### src/rtl/arm_defs_pkg.sv
// Shared definitions for the ARM-style EXE stage: exe_cmd codes, control-word
// field positions and NZCV flag positions.
package arm_defs;

    localparam logic [3:0] EXE_MOV = 4'b0001;
    localparam logic [3:0] EXE_ADD = 4'b0010;
    localparam logic [3:0] EXE_ADC = 4'b0011;
    localparam logic [3:0] EXE_SUB = 4'b0100;
    localparam logic [3:0] EXE_SBC = 4'b0101;
    localparam logic [3:0] EXE_AND = 4'b0110;
    localparam logic [3:0] EXE_ORR = 4'b0111;
    localparam logic [3:0] EXE_EOR = 4'b1000;
    localparam logic [3:0] EXE_MVN = 4'b1001;

    localparam int unsigned CW_W      = 9;
    localparam int unsigned CW_EXE_HI = 8;
    localparam int unsigned CW_EXE_LO = 5;
    localparam int unsigned CW_MR     = 4;
    localparam int unsigned CW_MW     = 3;
    localparam int unsigned CW_WB     = 2;
    localparam int unsigned CW_B      = 1;
    localparam int unsigned CW_S      = 0;

    localparam int unsigned FLAG_N = 3;
    localparam int unsigned FLAG_Z = 2;
    localparam int unsigned FLAG_C = 1;
    localparam int unsigned FLAG_V = 0;

    function automatic logic cmd_valid(input logic [3:0] cmd);
        return (cmd >= EXE_MOV) && (cmd <= EXE_MVN);
    endfunction

    function automatic logic cmd_arith(input logic [3:0] cmd);
        return (cmd == EXE_ADD) || (cmd == EXE_ADC) || (cmd == EXE_SUB) || (cmd == EXE_SBC);
    endfunction

endpackage

### src/rtl/exe_stage_alu.sv
// Combinational 32-bit ALU. C passes through unchanged and V reads 0 for
// non-arithmetic codes; the caller decides which flags to keep.
module exe_alu
    import arm_defs::*;
#(
    parameter int DATA_W = 32
) (
    input  logic [DATA_W-1:0] i_a,
    input  logic [DATA_W-1:0] i_b,
    input  logic [3:0]        i_exe_cmd,
    input  logic              i_c_in,
    output logic [DATA_W-1:0] o_res,
    output logic [3:0]        o_nzcv
);

    logic [DATA_W-1:0] w_op_b;
    logic              w_cin;
    logic              w_arith;
    logic [DATA_W:0]   w_sum;

    // Subtraction is a + ~b + cin, so C comes out as ARM's not-borrow.
    always_comb begin
        w_op_b  = i_b;
        w_cin   = 1'b0;
        w_arith = 1'b0;
        case (i_exe_cmd)
            EXE_ADD: w_arith = 1'b1;
            EXE_ADC: begin w_arith = 1'b1; w_cin = i_c_in; end
            EXE_SUB: begin w_arith = 1'b1; w_op_b = ~i_b; w_cin = 1'b1; end
            EXE_SBC: begin w_arith = 1'b1; w_op_b = ~i_b; w_cin = i_c_in; end
            default: ;
        endcase
    end

    assign w_sum = {1'b0, i_a} + {1'b0, w_op_b} + {{DATA_W{1'b0}}, w_cin};

    always_comb begin
        o_res = '0;
        case (i_exe_cmd)
            EXE_MOV: o_res = i_b;
            EXE_MVN: o_res = ~i_b;
            EXE_ADD, EXE_ADC, EXE_SUB, EXE_SBC: o_res = w_sum[DATA_W-1:0];
            EXE_AND: o_res = i_a & i_b;
            EXE_ORR: o_res = i_a | i_b;
            EXE_EOR: o_res = i_a ^ i_b;
            default: o_res = '0;
        endcase
    end

    always_comb begin
        o_nzcv         = '0;
        o_nzcv[FLAG_N] = o_res[DATA_W-1];
        o_nzcv[FLAG_Z] = (o_res == '0);
        o_nzcv[FLAG_C] = w_arith ? w_sum[DATA_W] : i_c_in;
        o_nzcv[FLAG_V] = w_arith && (i_a[DATA_W-1] == w_op_b[DATA_W-1])
                         && (w_sum[DATA_W-1] != i_a[DATA_W-1]);
    end

endmodule

### src/rtl/exe_stage.sv
// EXE stage: ID/EXE register, ALU, NZCV status register, branch resolution and
// the EXE/MEM output register.
module exe_stage
    import arm_defs::*;
#(
    parameter int DATA_W = 32
) (
    input  logic              clk,
    input  logic              rst,
    input  logic              freeze,
    input  logic              flush,
    input  logic [CW_W-1:0]   control_in,
    input  logic [DATA_W-1:0] pc_in,
    input  logic [DATA_W-1:0] val_rn,
    input  logic [DATA_W-1:0] val2,
    input  logic [DATA_W-1:0] val_rm,
    input  logic [23:0]       imm24,
    input  logic [3:0]        dest_in,
    output logic [3:0]        status_out,
    output logic              branch_taken,
    output logic [DATA_W-1:0] branch_addr,
    output logic [DATA_W-1:0] alu_res,
    output logic [DATA_W-1:0] st_val,
    output logic [3:0]        dest_out,
    output logic              mem_r_en_out,
    output logic              mem_w_en_out,
    output logic              wb_en_out
);

    logic [CW_W-1:0]   r_ctrl;
    logic [DATA_W-1:0] r_pc;
    logic [DATA_W-1:0] r_rn;
    logic [DATA_W-1:0] r_val2;
    logic [DATA_W-1:0] r_rm;
    logic [23:0]       r_imm24;
    logic [3:0]        r_dest;
    logic [3:0]        r_status;
    logic [DATA_W-1:0] r_alu_res;
    logic [DATA_W-1:0] r_st_val;
    logic [3:0]        r_dest_out;
    logic              r_mr;
    logic              r_mw;
    logic              r_wb;

    logic [3:0]        w_cmd;
    logic [DATA_W-1:0] w_res;
    logic [3:0]        w_nzcv;
    logic [3:0]        w_flags;
    logic              w_status_we;

    assign w_cmd = r_ctrl[CW_EXE_HI:CW_EXE_LO];

    // Flush only has to zero the control word; data fields are don't-care.
    always_ff @(posedge clk or posedge rst) begin
        if (rst) begin
            r_ctrl  <= '0;
            r_pc    <= '0;
            r_rn    <= '0;
            r_val2  <= '0;
            r_rm    <= '0;
            r_imm24 <= '0;
            r_dest  <= '0;
        end else if (flush || !freeze) begin
            r_ctrl  <= flush ? '0 : control_in;
            r_pc    <= pc_in;
            r_rn    <= val_rn;
            r_val2  <= val2;
            r_rm    <= val_rm;
            r_imm24 <= imm24;
            r_dest  <= dest_in;
        end
    end

    exe_alu #(
        .DATA_W (DATA_W)
    ) u_alu (
        .i_a       (r_rn),
        .i_b       (r_val2),
        .i_exe_cmd (w_cmd),
        .i_c_in    (r_status[FLAG_C]),
        .o_res     (w_res),
        .o_nzcv    (w_nzcv)
    );

    assign w_flags = {w_nzcv[FLAG_N], w_nzcv[FLAG_Z],
                      cmd_arith(w_cmd) ? w_nzcv[FLAG_C] : r_status[FLAG_C],
                      cmd_arith(w_cmd) ? w_nzcv[FLAG_V] : r_status[FLAG_V]};

    // Loads and stores use the ALU for address math and never touch flags.
    assign w_status_we = r_ctrl[CW_S] && !r_ctrl[CW_MR] && !r_ctrl[CW_MW] && cmd_valid(w_cmd);

    always_ff @(posedge clk or posedge rst) begin
        if (rst) begin
            r_status <= '0;
        end else if (w_status_we) begin
            r_status <= w_flags;
        end
    end

    always_ff @(posedge clk or posedge rst) begin
        if (rst) begin
            r_alu_res  <= '0;
            r_st_val   <= '0;
            r_dest_out <= '0;
            r_mr       <= 1'b0;
            r_mw       <= 1'b0;
            r_wb       <= 1'b0;
        end else begin
            r_alu_res  <= w_res;
            r_st_val   <= r_rm;
            r_dest_out <= r_dest;
            r_mr       <= r_ctrl[CW_MR];
            r_mw       <= r_ctrl[CW_MW];
            r_wb       <= r_ctrl[CW_WB];
        end
    end

    assign status_out   = r_status;
    assign branch_taken = r_ctrl[CW_B];
    assign branch_addr  = r_pc + {{(DATA_W-26){r_imm24[23]}}, r_imm24, 2'b00};
    assign alu_res      = r_alu_res;
    assign st_val       = r_st_val;
    assign dest_out     = r_dest_out;
    assign mem_r_en_out = r_mr;
    assign mem_w_en_out = r_mw;
    assign wb_en_out    = r_wb;

endmodule

### config.mk
export PLATFORM = sky130hd
export DESIGN_NAME = exe_stage
export DESIGN_NICKNAME = d
export VERILOG_FILES = /design/src/rtl/arm_defs_pkg.sv /design/src/rtl/exe_stage_alu.sv /design/src/rtl/exe_stage.sv
export SDC_FILE = /design/constraint.sdc
export NUM_CORES = 1
export LEC_CHECK = 0
export ABC_AREA = 1
export BUFFER_PORTS_ARGS = -buffer_cell sky130_fd_sc_hd__buf_2
export CAP_MARGIN = 20
export CORE_MARGIN = 2
export CORE_UTILIZATION = 61
export DETAILED_ROUTE_END_ITERATION = 16
export PLACE_DENSITY = 0.86
export SLEW_MARGIN = 15
export SYNTH_ARGS = -nofsm -noshare
export SYNTH_HDL_FRONTEND = slang
export SYNTH_SLANG_ARGS = --single-unit
### constraint.sdc
create_clock -name clk -period 15.5 [get_ports clk]
set_input_delay 2.325 -clock clk [delete_from_list [all_inputs] [get_ports clk]]
set_output_delay 2.325 -clock clk [all_outputs]
set_load 0.02 [all_outputs]
Word level (Yosys, flattened, before mapping)

Cells that the tools add are included.

Register bits: 240
Input bits: 169
Output and inout port bits: 108
Logic and storage cells: 60

Add/sub/neg operators: 3
$lt $le $gt $ge: 2
Equal/unequal tests: 11
Multiplexer cells: 5
Bitwise logic cells: 4
Reductions and logical operators: 19

Operator list:

| cell               | count |
|---|---|
| $pmux 32 s6        | 1 |
| $add 32x32->33     | 1 |
| $add 33x1->33      | 1 |
| $add 32x32->32     | 1 |
| $and 32x32->32     | 1 |
| $logic_not 32->1   | 1 |
| $mux 32            | 1 |
| $not 32->32        | 1 |
| $or 32x32->32      | 1 |
| $xor 32x32->32     | 1 |
| $eq 4x3->1 const B | 4 |
| $mux 9             | 1 |
| $eq 4x2->1 const B | 2 |
| $eq 4x4->1 const B | 2 |
| $logic_and 1x1->1  | 6 |
| $eq 4x1->1 const B | 1 |
| $ge 4x1->1 const B | 1 |
| $le 4x4->1 const B | 1 |
| $logic_or 1x1->1   | 4 |
| $reduce_or 2->1    | 2 |
| $reduce_or 4->1    | 1 |
| $logic_not 1->1    | 3 |
| $reduce_and 3->1   | 1 |
| $pmux 1 s2         | 1 |
| 4 further kinds    | 4 |

Logic depth before layout (Yosys ltp)

Gate-level depths: netlist of run 1.

Depth after elaboration: 7
Depth in mapped cells: 26

By module

From an unflattened synthesis of run 1, not the netlist that was laid out.

Cells, all modules: 1922
Area total of the unflattened synthesis: 15556.2 um^2

Modules (own cells, without submodules):

| module    | instances | cells each | area an instance (um^2) |
|---|---|---|---|
| exe_stage | 1         | 907        | 10239.8 |
| exe_alu   | 1         | 1015       | 5316.3 |

Worst setup path before layout of run 1

No wires, ideal clock.

Kind: flip-flop to output port
Start: register r_pc[2]
End: output branch_addr[22]
Data arrival time: 2.367 ns
Required time: 13.175 ns
Slack: 10.808 ns
Stages on the path, launching flop included: 11
Path through: dfrtp_1 > ha_1 > inv_1 > fa_1 > o21ai_0 > a21oi_1 > o21ai_1 > a21oi_1 > o21bai_1 > a21oi_1 > xnor2_1

Cells in the longest elaborated chain, start to end: 1

Ends and longest elaborated chain:

| element                  | line             | source |
|---|---|---|
| start: declaration       | exe_stage.sv:31  | `logic [DATA_W-1:0] r_pc;` |
| start signal: assignment | exe_stage.sv:65  | `r_pc <= pc_in;` |
| $add 32x32->32           | exe_stage.sv:120 | `assign branch_addr = r_pc + {{(DATA_W-26){r_imm24[23]}}, r_imm24, 2'b00};` |
| end: declaration         | exe_stage.sv:21  | `output logic [DATA_W-1:0] branch_addr,` |

No other way between the ends.

Worst setup path in the final report of run 1

Start: register r_imm24[0]
End: output branch_addr[22]

Cells in the longest elaborated chain, start to end: 1

Ends and longest elaborated chain:

| element                  | line             | source |
|---|---|---|
| start: declaration       | exe_stage.sv:35  | `logic [23:0] r_imm24;` |
| start signal: assignment | exe_stage.sv:69  | `r_imm24 <= imm24;` |
| $add 32x32->32           | exe_stage.sv:120 |  |

No other way between the ends.

==> metrics, run 1 <==
status=finished clean; EDFF count, synth=0; Global Route Usage Sum=0.342; Clock transition at path regs=0.07 ns; Vias per Instance=5.64; Final min period=5.96 ns; Post-CTS Setup Bufs=0; CTS sink cnt=240; Hold WC Path Type=flip-flop to flip-flop; total of max-cap violations=0; post-CTS sizing=0; Req. time, crit path=13.18 ns; drt drc=0; CP endpoint kind=primary output; total gr overflow=0; drt first pass iters=5; Final Cycle Share=0.384; Avg Cell Area, Syn=8.29 um2; hpwl dp=31,400 um; worst hold start=r_rm[26]$_DFFE_PP0P_; critical path class=flip-flop to primary output; pin count of the biggest net entering global routing=98; hold endpoint=st_val[26]$_DFF_PP0_; H-tree Lvls=1; FF-to-FF setup slack=11.37 ns; Seq cells post-synth=240; Max Clock Freq=168 MHz; area delta synth->final=18.0%; vias in the first global route=13.3k; Yosys Warn Count=0; clock latency on the worst-skew pair=0.56 ns; Final setup violation count=0; Initial DRC Count=996; worst path arrival time=3.63 ns; Yosys top cell area share=0.412; RR Endpoint=status_out[2]$_DFFE_PP0P_; total power=2.05 mW; Core Area=23,500 um2; Power Density=119 nW/um2; Pleak=9.17 nW; worst reg-to-reg path cell count=26; reg-to-reg startpoint=r_ctrl[8]$_DFFE_PP0P_; Yosys cell types=45; Fin Setup TNS=0 ns; antenna violations before repair=8; Rel. slew slack=0.352; Die ar.=25,100 um2; Die Width=159 um; Post-layout nets=2,320; top area cells in the synthesized netlist=dfrtp_1, nand2_1, ha_1, mux2_2, inv_1; FFs w/ async S/R, synth=1.00; RSZ-0062 raised after global routing=no; Post-Syn Area=14,600 um2; I/O Buffers=276; IO Pins=277; Synth Instances=1,758; Layout Skew=0.0118 ns; max incr delay on CP=0.42 ns; CP dominant cell by count=a21oi_1; fill count=1,811; met3 Use GR=0.0751; layout cells sized above 1=0.215; met2 usage=0.587; Seq/Total Area, Yosys=0.412; Worst-Margin Slew=0.973 ns; CTS tree=yes; routability-driven placement congestion ratio=0.940; post-route ant nets=0; Pins Over Slew Limit=0; critical path peak fanout=4; worst path cell trace=ha_1 -> inv_1 -> fa_1 -> o21ai_0 -> a21oi_1 -> o21ai_1 -> a21oi_1 -> o21bai_1 -> a21oi_1 -> xnor2_1 -> buf_2; slowest cell on the critical path=fa_1; Rows=56; root buffer cell=clkbuf_16; die height=159 um; # hold bufs at CTS=0; worst vdd ir=117 uV; final WL=43,100 um; layer with the highest usage=met2; Net Count, Synth=2,054; CP startpoint kind=flip-flop; routed vias=13.4k; clock buffer depth=3; Initial Util=0.621; Wirelength per Cell=18.2 um; Hold Path Stages=0; final hold viol count=0; GR Util met1=0.398; ys flop type=dfrtp_1; first-pass GRT wire length=67,100 um; post-synth top area cell=dfrtp_1; CTS Buf Count=27
[report_power, final]
part	switching, mW	total [mW]	internal (mW)
combinational	0.419	0.633	0.214
sequential	0.0380	0.728	0.690
clock	0.268	0.688	0.420
total	0.725	2.05	1.32
[cells in the mapped netlist, drive strengths merged (2+ instances only)]
cell,count
a21o,2
a221oi,4
xnor2,10
clkbuf,28
buf,18
o21bai,6
and3,2
fa,3
inv,230
nor4,2
o21ai,140
dfrtp,240
nand2,458
xor2,53
nor3,17
nand3b,11
o22ai,7
ha,124
nor2,113
a21oi,57
o21a,2
o211ai,5
nand3,87
nand4,10
clkinv,2
or2,4
a31oi,6
a211oi,20
mux2,90
[placed cells by master, fill, tap and decap left out, types with 3 or more instances in the layout]
| cell type | instances |
|---|---|
| a211oi_1 | 20 |
| a21oi_1 | 57 |
| a221oi_1 | 3 |
| a31oi_1 | 6 |
| buf_2 | 276 |
| buf_4 | 7 |
| bufinv_16 | 4 |
| clkbuf_1 | 4 |
| clkbuf_16 | 27 |
| clkbuf_8 | 7 |
| clkinv_2 | 4 |
| dfrtp_1 | 240 |
| diode_2 | 7 |
| fa_1 | 3 |
| ha_1 | 124 |
| inv_1 | 223 |
| inv_2 | 6 |
| mux2_2 | 90 |
| nand2_1 | 455 |
| nand3_1 | 86 |
| nand3b_1 | 11 |
| nand4_1 | 10 |
| nor2_1 | 108 |
| nor2_2 | 5 |
| nor3_1 | 17 |
| o211ai_1 | 5 |
| o21ai_0 | 127 |
| o21ai_1 | 13 |
| o21bai_1 | 6 |
| o22ai_1 | 7 |
| or2_2 | 4 |
| xnor2_1 | 10 |
| xor2_1 | 53 |
[critical path: cells and delay by family, from the launching register on]
kind	cells	cell delay, ns
flops	1	0.41
buf+inv	2	0.27
xor+xnor	1	0.19
compound gates	6	1.56
fa+ha+maj	2	0.65
[cell families after synthesis]
family                     after synthesis  share of synthesized area
and+or+nand+nor                        704                      0.198
buffers and inverters                  278                     0.0743
AOI/OAI and AO/OA                      256                     0.0981
DFF                                    240                      0.412
adders and majority gates              127                      0.111
muxes                                   90                     0.0695
xor gates and xnor gates                63                     0.0379
[metrics by stage]
stage	utilization	std cells	hold WS, ns	area, um2	setup WS [ns]
2_1_floorplan	-	1758	0.350	14600	6.59
3_3_place_gp	0.691	2314	0.353	16200	10.66
3_5_place_dp	0.691	2314	0.356	16200	10.48
4_1_cts	0.732	2363	0.376	17200	9.64
5_1_grt	0.732	2367	0.387	17200	9.33
6_report	0.732	2370	0.374	17200	9.54
[state kept, by name, indices dropped and copies added (netlist names)]
| name | count |
|---|---|
| alu_res | 32 |
| r_pc | 32 |
| r_rm | 32 |
| r_rn | 32 |
| r_val2 | 32 |
| st_val | 32 |
| r_imm24 | 24 |
| r_ctrl | 9 |
| dest_out | 4 |
| r_dest | 4 |
| status_out | 4 |
| mem_r_en_out | 1 |
| mem_w_en_out | 1 |
| wb_en_out | 1 |
[layout make-up]
class / count / area, um2 / share of cell area
clock buffer: 38 / 787 / 0.0458
timing repair buffer: 283 / 1430 / 0.0834
tap: 319 / 399 / 0.0232
clock inverter: 11 / 175 / 0.0102
antenna: 7 / 17.5 / 0.00102
inverter: 232 / 878 / 0.0511
multi-input combinational: 1240 / 7500 / 0.436
sequential: 240 / 6010 / 0.349
[worst max-delay path by stage]
stage	endpoint	start	cells after the start
final	branch_addr[22]	r_imm24[0]$_DFFE_PP0P_	11
after global placement	branch_addr[20]	r_pc[2]$_DFFE_PP0P_	11
after CTS	branch_addr[22]	r_imm24[0]$_DFFE_PP0P_	11
after floorplan	alu_res[0]$_DFF_PP0_	rst	1
after global routing	branch_addr[22]	r_imm24[0]$_DFFE_PP0P_	11
after detailed placement	branch_addr[22]	r_imm24[0]$_DFFE_PP0P_	11
[layer usage]
metal / vias up / share of wire
met5: - / 0.00060
met4: 4 / 0.062
met3: 174 / 0.084
met2: 610 / 0.48
met1: 6324 / 0.37
li1: 6246 / -
Power figures use the tool's default switching activity.
==> run 2: changes to the inputs <==
--- a/config.mk
+++ b/config.mk
@@ -9,9 +9,9 @@
 export BUFFER_PORTS_ARGS = -buffer_cell sky130_fd_sc_hd__buf_2
 export CAP_MARGIN = 20
 export CORE_MARGIN = 2
-export CORE_UTILIZATION = 61
+export CORE_UTILIZATION = 51
 export DETAILED_ROUTE_END_ITERATION = 16
-export PLACE_DENSITY = 0.86
+export PLACE_DENSITY = 0.76
 export SLEW_MARGIN = 15
 export SYNTH_ARGS = -nofsm -noshare
 export SYNTH_HDL_FRONTEND = slang
==> constraint.sdc (replaced) <==
create_clock -name clk -period 5.1 [get_ports clk]
set_input_delay 0.765 -clock clk [delete_from_list [all_inputs] [get_ports clk]]
set_output_delay 0.765 -clock clk [all_outputs]
set_load 0.02 [all_outputs]
==> metrics, run 2 (synthesis results as in run 1) <==
H-tree Lvls=1; post-place setup slack=1.12 ns; # hold bufs at CTS=0; total of max-cap violations=0; drt first pass iters=7; drt drc=0; Clock transition at path regs=0.06 ns; Pleak=9.17 nW; post-CTS sizing=0; most common cell after layout, fill and taps aside=nand2_1; CP top delay family=compound AO/OA/AOI/OAI gates; Layout Skew=0.0106 ns; Final Cycle Share=0.825; Die ar.=29,900 um2; Rows=61; Fin Setup TNS=0 ns; max incr delay on CP=0.40 ns; Core Area=27,900 um2; vias in the first global route=12.9k; slowest cell on the critical path=fa_1; setup slack after layout=0.895 ns; RSZ-0062 raised after global routing=no; Worst-Margin Slew=0.933 ns; Req. time, crit path=4.34 ns; switching share of total power=0.356; worst vdd ir=336 uV; Worst Setup SP=r_imm24[0]$_DFFE_PP0P_; layout cells sized above 1=0.216; routed vias=12.8k; routability-driven placement congestion ratio=0.929; reg-to-reg startpoint=r_ctrl[7]$_DFFE_PP0P_; Reg power frac=0.361; clock latency on the worst-skew pair=0.56 ns; pin count of the biggest net entering global routing=173; Die Width=173 um; Final setup violation count=0; I/O Buffers=276; die height=173 um; fill count=2,473; worst path arrival time=3.44 ns; Max Clock Freq=238 MHz; critical path peak fanout=4; CTS sink cnt=240; CP dominant cell by count=a21oi_1; Initial DRC Count=684; post-route ant nets=0; Global Route Usage Sum=0.273; Clk pwr share=0.332; total power=6.16 mW; most frequent cells in the layout=nand2_1, buf_2, dfrtp_1, inv_1, o21ai_0; clock buffer depth=3; FF-to-FF setup slack=1.07 ns; CTS tree=yes; final WL=41,100 um; worst reg-to-reg path cell count=26; P_sw=2.19 mW; root buffer cell=clkbuf_16; Initial Util=0.522; RR Endpoint=status_out[2]$_DFFE_PP0P_; worst path cell trace=ha_1 -> inv_1 -> fa_1 -> o21ai_0 -> a21oi_1 -> o21ai_1 -> a21oi_1 -> o21ai_1 -> a21oi_1 -> xnor2_1 -> buf_2; Wirelength per Cell=16.9 um; CP bufs+invs=2; total gr overflow=0; status=finished clean; Pins Over Slew Limit=0; Rel. slew slack=0.378; CTS Buf Count=27; IO Pins=277; Vias per Instance=5.29; end of the critical path=branch_addr[20]; area delta synth->final=18.4%; Final min period=4.21 ns; Post-layout nets=2,321; critical path class=flip-flop to primary output; antenna violations before repair=5; Comb pwr share=0.308; final hold viol count=0; first-pass GRT wire length=66,800 um; CP endpoint kind=primary output; critical path depth=11; share of the core filled with cells=0.618; Post-CTS Setup Bufs=0; CP startpoint kind=flip-flop; Hold WC Path Type=flip-flop to flip-flop; hpwl dp=31,500 um; Power Density=357 nW/um2; cell-internal power=3.97 mW
## run 2: through the flow
stage | area, um2 | hold WS, ns | std cells
after CTS | 17300 | 0.374 | 2424
final | 17300 | 0.371 | 2426
after global placement | 16300 | 0.354 | 2374
after detailed placement | 16300 | 0.360 | 2374
after global routing | 17300 | 0.379 | 2425
after floorplan | 14600 | 0.350 | 1758
## run 2: final cells by class
type | count | area (um2) | share of cell area
multi-input combinational | 1240 | 7500 | 0.434
clock inverter | 13 | 168 | 0.00971
inverter | 232 | 875 | 0.0507
clock buffer | 37 | 773 | 0.0448
antenna | 2 | 5.00 | 0.000290
tap | 378 | 473 | 0.0274
sequential | 240 | 6010 | 0.348
timing repair buffer | 284 | 1470 | 0.0850
## run 2: worst min-delay path by stage
stage                                startpoint                     to  slack [ns]  cells past startpoint
after floorplan           r_dest[0]$_DFFE_PP0P_  dest_out[0]$_DFF_PP0_        0.35                      0
after global placement     r_rm[24]$_DFFE_PP0P_   st_val[24]$_DFF_PP0_        0.35                      0
after detailed placement   r_rm[27]$_DFFE_PP0P_   st_val[27]$_DFF_PP0_        0.36                      0
after global routing       r_rm[27]$_DFFE_PP0P_   st_val[27]$_DFF_PP0_        0.38                      0
after CTS                  r_rm[27]$_DFFE_PP0P_   st_val[27]$_DFF_PP0_        0.37                      0
final                      r_rm[27]$_DFFE_PP0P_   st_val[27]$_DFF_PP0_        0.37                      0
## run 2: routing by layer
metal | vias to the layer above | routed length, um | GRT usage | share of wire
li1 | 6248 | - | - | -
met1 | 6088 | 17000 | 0.342 | 0.41
met2 | 416 | 20000 | 0.479 | 0.49
met3 | 78 | 2990 | 0.0578 | 0.073
met4 | 6 | 1090 | 0.0756 | 0.027
met5 | - | 41 | 0 | 0.0010
## run 2: power by group through the flow
| stage | clock, mW | sequential, mW | combinational, mW |
|---|---|---|---|
| CTS | 2.08 | 2.22 | 1.89 |
| global placement | 0 | 2.24 | 1.86 |
| finish | 2.04 | 2.22 | 1.90 |
| global route | 2.15 | 2.24 | 2.11 |
| floorplan | 0 | 2.32 | 1.19 |
| detailed placement | 0 | 2.25 | 1.88 |
